<file path="config.mk">
export PLATFORM = sky130hd
export DESIGN_NAME = rotate_square_anim
export DESIGN_NICKNAME = d
export VERILOG_FILES = /design/src/rtl/rotate_square_anim.sv
export SDC_FILE = /design/constraint.sdc
export NUM_CORES = 1
export LEC_CHECK = 0
export BUFFER_PORTS_ARGS = -buffer_cell sky130_fd_sc_hd__buf_2
export CORE_MARGIN = 10
export CORE_UTILIZATION = 46
export DETAILED_ROUTE_END_ITERATION = 12
export GPL_TIMING_DRIVEN = 0
export PLACE_DENSITY = 0.69
export SLEW_MARGIN = 20
export SYNTH_ARGS = -nofsm -noshare
export SYNTH_HDL_FRONTEND = slang
export SYNTH_SLANG_ARGS = --single-unit
</file>
<file path="constraint.sdc">
create_clock -name clk -period 2.1 [get_ports clk]
set_input_delay 0.315 -clock clk [delete_from_list [all_inputs] [get_ports clk]]
set_output_delay 0.315 -clock clk [all_outputs]
set_load 0.02 [all_outputs]
</file>
<file path="src/rtl/rotate_square_anim.sv">
// Rotating-square animation for an N-digit 7-segment display.
// A square glyph walks the top row left to right, then the bottom row back.
module rotate_square_anim #(
  parameter int N_DIGITS = 4,
  parameter int TICK_DIV = 25_000_000,
  parameter bit ACTIVE_LOW = 1'b0,
  localparam int POS_W =
    ($clog2(2*N_DIGITS) > 1) ? $clog2(2*N_DIGITS) : 1
) (
  input  logic                clk,
  input  logic                reset,
  input  logic                en,
  input  logic                cw,
  input  logic                blank,
  output logic [6:0]          seg,
  output logic [N_DIGITS-1:0] an,
  output logic [POS_W-1:0]    pos,
  output logic                step
);

  localparam int CNT_W = (TICK_DIV > 1) ? $clog2(TICK_DIV) : 1;
  localparam int N_POS = 2 * N_DIGITS;

  localparam logic [CNT_W-1:0] CNT_LAST = CNT_W'(TICK_DIV - 1);
  localparam logic [POS_W-1:0] POS_LAST = POS_W'(N_POS - 1);
  localparam logic [POS_W-1:0] POS_N    = POS_W'(N_DIGITS);
  localparam logic [POS_W:0]   POS_END  = (POS_W+1)'(N_POS);

  localparam logic [6:0] GLYPH_TOP = 7'b1100011;
  localparam logic [6:0] GLYPH_BOT = 7'b0011101;

  logic [CNT_W-1:0]    cnt;
  logic                tick;
  logic                valid;
  logic                top;
  logic [POS_W-1:0]    pos_next;
  logic [6:0]          seg_raw;
  logic [N_DIGITS-1:0] an_raw;

  assign tick  = en && (cnt == CNT_LAST);
  assign valid = ({1'b0, pos} < POS_END);
  assign top   = (pos < POS_N);

  always_ff @(posedge clk or posedge reset) begin
    if (reset) begin
      cnt <= '0;
    end else if (!en) begin
      cnt <= '0;
    end else if (cnt == CNT_LAST) begin
      cnt <= '0;
    end else begin
      cnt <= cnt + CNT_W'(1);
    end
  end

  // Out-of-range positions recover to 0 on the next step.
  always_comb begin
    pos_next = '0;
    if (!valid) begin
      pos_next = '0;
    end else if (cw) begin
      pos_next = (pos == POS_LAST) ? '0 : pos + POS_W'(1);
    end else begin
      pos_next = (pos == '0) ? POS_LAST : pos - POS_W'(1);
    end
  end

  always_ff @(posedge clk or posedge reset) begin
    if (reset) begin
      pos  <= '0;
      step <= 1'b0;
    end else begin
      step <= tick;
      if (tick) begin
        pos <= pos_next;
      end
    end
  end

  // Digit 0 is the leftmost digit and maps to the MSB of an.
  always_comb begin
    seg_raw = '0;
    an_raw  = '0;
    if (!blank && valid) begin
      seg_raw = top ? GLYPH_TOP : GLYPH_BOT;
      for (int i = 0; i < N_DIGITS; i++) begin
        if (top) begin
          an_raw[i] = (i == N_DIGITS - 1 - int'(pos));
        end else begin
          an_raw[i] = (i == int'(pos) - N_DIGITS);
        end
      end
    end
  end

  assign seg = ACTIVE_LOW ? ~seg_raw : seg_raw;
  assign an  = ACTIVE_LOW ? ~an_raw  : an_raw;

endmodule

</file>
==> flow_metrics.py <==
metrics = {
    "synth": {
        "synth_edf_count": 0,
        "synth_cell_types": 40,
        "synth-main-ff-cell": "dfrtp_1",
        "syn-cell-area_sq_mm": 0.001712,
        "ys_ff_latch": 29,
        "async_flop_share_pct": 100.0,
        "postSynthAreaPerCell_sq_um": 9.302,
        "postSynthCellCount": 184,
        "synthesis.nets": 194,
        "yosys_warnings": 0,
        "yosysSeqAreaShare_pct": 42.40,
    },
    "floorplanning": {
        "dieWidth_microns": 81,
        "num_rows": 22,
        "start_util_pct": 47.11,
        "dieArea_sq_mm": 0.006561,
        "ios": 20,
        "die_y_microns": 81,
        "core_sq_mm": 0.003633,
    },
    "timing": {
        "fin_worst_skew_ns": 0.004885,
        "finalMaxSlewViolations": 0,
        "rsz0062_at_grt": "yes",
        "tightest_slew_ns": 0.5859,
        "max_freq_mhz": 492.1,
        "hold_ws_ns": 0.09481,
        "fin_crit_ns": 2.032,
        "max_slew_margin_pct": 60.88,
        "finalHoldViolations": 0,
        "layout_setup_ws_ns": 0.06791,
        "finalSetupViolations": 0,
        "post-route-period-util_pct": 96.77,
    },
    "routing": {
        "wl_per_cell_microns": 13.76,
        "firstDrtPassIters": 4,
        "drtIter0Drc": 96,
        "route.detailed.drc": 0,
        "wl_microns": 3604,
        "via_per_inst": 5.439,
        "vias": 1425,
        "postRouteAntennaNets": 0,
    },
    "power": {
        "p_comb_share_pct": 6.0,
        "p_sw_share_pct": 23.86,
        "power.switching_w": 0.0002556,
        "seqPwrFrac_pct": 53.2,
        "power.internal_w": 0.0008154,
        "p_leak_nw": 0.8525,
        "vdd_drop_max_mv": 0.3984,
        "p_per_area_mw_per_mm2": 539.0,
        "clock_power_share_pct": 40.8,
        "finalPower_w": 0.001071,
    },
    "worst_setup_path": {
        "slowest_stage": "or4_1",
        "crit_path_start_kind": "register",
        "path_buf_inv": 1,
        "crit_required_ns": 2.30,
        "cp_slowest_stage_delay_ns": 0.50,
        "end_kind": "register",
        "cp_cell_sequence": "ha_2, nand4_1, or3_1, clkbuf_1, or4_1, a21oi_1",
        "path_delay_family": "simple AND/OR/NAND/NOR gates",
        "path_class": "reg2reg",
        "worstPathArrival_ns": 2.23,
        "crit_fanout": 8,
    },
    "grt": {
        "grt_usage_pct": 11.70,
        "antenna_found_initial": 0,
        "grt_max_degree": 30,
        "grtUsageMet1_pct": 14.44,
        "grt_busiest_layer": "met2",
        "use_met3_pct": 3.311,
        "grt.overflow.total": 0,
        "met2_usage_pct": 19.11,
        "grt_pass1_wl_microns": 6182,
        "grt_pass1_vias": 1365,
    },
    "final_layout": {
        "synthToLayoutAreaGrowth_pct": 16.08,
        "fin_util_pct": 54.68,
        "register_area_sq_um": 726.9,
        "drive_gt1_share_pct": 23.36,
        "fillers": 332,
        "finalNonFillerCells": 262,
        "antenna_cells": 0,
        "multi_input_area_sq_um": 892.1,
        "finalNetCount": 223,
    },
    "clock_tree": {
        "cts_tree": "yes",
        "cts_hold_buf": 0,
        "ctsLongestPathBuffers": 2,
        "clockRootBuffer": "clkbuf_8",
        "clock-sinks": 29,
        "clk_pin_slew_ns": 0.06,
        "cts_made_buffers": 5,
        "clk_latency_ns": 0.28,
        "htree_num_levels": 2,
    },
    "min_path": {
        "hold_class": "in2async",
    },
    "placed_design": {
        "hpwl_microns": 2548,
        "dp_slack_ns": -0.2914,
        "dp.cells": 251,
        "gp_congestion": 0.8180,
        "portBuffers": 19,
    },
    "outcome": {
        "status": "completed",
    },
    "job": {
        "max-cap-violations": 0,
    },
}
[worst register-to-register path: stages (launching register included)]
cell      delay (ns)
dfrtp_1         0.39
ha_2            0.24
nand4_1         0.14
or3_1           0.33
clkbuf_1        0.19
or4_1           0.50
a21oi_1         0.16
[power by group through the flow]
stage / combinational [W] / sequential (W) / clock, W
floorplan: 0.0000384 / 0.000579 / 0
global placement: 0.0000584 / 0.000580 / 0
detailed placement: 0.0000591 / 0.000580 / 0
CTS: 0.0000631 / 0.000569 / 0.000453
global route: 0.0000719 / 0.000570 / 0.000477
finish: 0.0000641 / 0.000569 / 0.000437
[sequential cells by signal, indices dropped and copies added (netlist names)]
| register | cells |
|---|---|
| cnt | 25 |
| pos | 3 |
| step | 1 |
[layout make-up]
| type | count | share of cell area [%] |
|---|---|---|
| clock inverters | 2 | 0.5038 |
| flip-flops and latches | 29 | 36.59 |
| multi-input cells | 136 | 44.90 |
| repair buffers | 22 | 5.919 |
| well taps | 48 | 3.023 |
| plain buffers | 10 | 3.715 |
| clock buffers | 6 | 3.652 |
| inverters | 9 | 1.700 |
[timing repair]
item	CTS	global route
setup buffers	2	1
gates resized for setup	1	2
pin swaps	1	0
cloned	0	0
hold endpoints to repair	0	0
setup endpoints to repair	23	14
[metal layers]
metal / up-vias / share of wire (%)
li1: 718 / -
met5: - / 0
met1: 678 / 46
met2: 24 / 48
met4: 0 / 1.2
met3: 5 / 4.7
[Yosys cell counts, drive strengths merged, types with 3 or more instances]
cell / number / area share, %
o31ai: 6 / 2.6
nand3: 11 / 3.5
and3: 4 / 1.5
xnor2: 6 / 3.1
and4: 3 / 1.6
or3: 6 / 2.2
nand4: 8 / 3.3
mux2i: 3 / 1.8
xor2: 6 / 3.1
nor2: 24 / 5.3
or4: 7 / 3.7
nor3: 4 / 1.2
inv: 9 / 2.0
nand2: 9 / 2.0
o21ai: 5 / 1.5
a21oi: 15 / 4.8
ha: 5 / 3.7
dfrtp: 29 / 42
buf: 7 / 3.1
[final timing paths]
kind                            slack [ns]    from  cells after the start       to
worst max-delay path                  0.07  cnt[0]                      6  cnt[24]
worst min-delay path                  0.09   reset                      2   pos[0]
worst max register to register        0.07  cnt[0]                      6  cnt[24]
worst min register to register        0.50  cnt[0]                      1   cnt[0]
max in group asynchronous             1.58   reset                      2   cnt[6]
min in group clk                      0.42      en                      4  cnt[17]
[kinds of logic after synthesis]
kind of cell / Yosys count / synth area share, %
adders and majority gates: 5 / 3.655
DFF: 29 / 42.40
and+or+nand+nor: 85 / 28.07
muxes: 3 / 1.754
xor gates and xnor gates: 12 / 6.140
buffers and inverters: 19 / 6.286
AOI/OAI and AO/OA: 31 / 11.70
[cells in the final DEF (no fill, tap or decap), types with 2 or more instances in the layout]
cell type  netlist  layout
dfrtp_1         29      28
xor2_1           6       6
nor4b_1          2       2
or4_4            3       3
a2bb2oi_1        2       2
or3_1            6       6
or4_1            4       4
nand4_1          7       7
nand2_1          9       9
o21ai_0          5       5
mux2i_1          3       3
inv_1            9       8
a21oi_1         13      13
nor3_1           4       4
clkinv_2         0       2
clkbuf_8         0       5
nor4_1           2       2
and3_1           3       3
buf_2            1      20
ha_1             5       4
a21oi_2          2       2
nand3_1         10      10
o31ai_1          6       6
xnor2_1          6       6
nor2_1          24      24
buf_4            5       8
clkbuf_1         2       3
and4_1           2       2
[per-stage QoR]
step	area, sq um	setup TNS (ns)
after floorplan	1712	0
after global placement	1867	-5.241
after detailed placement	1867	-5.242
after CTS	1976	0
after global routing	1987	-0.02726
final	1987	0
Note: power is estimated with default switching activity, not from simulation.
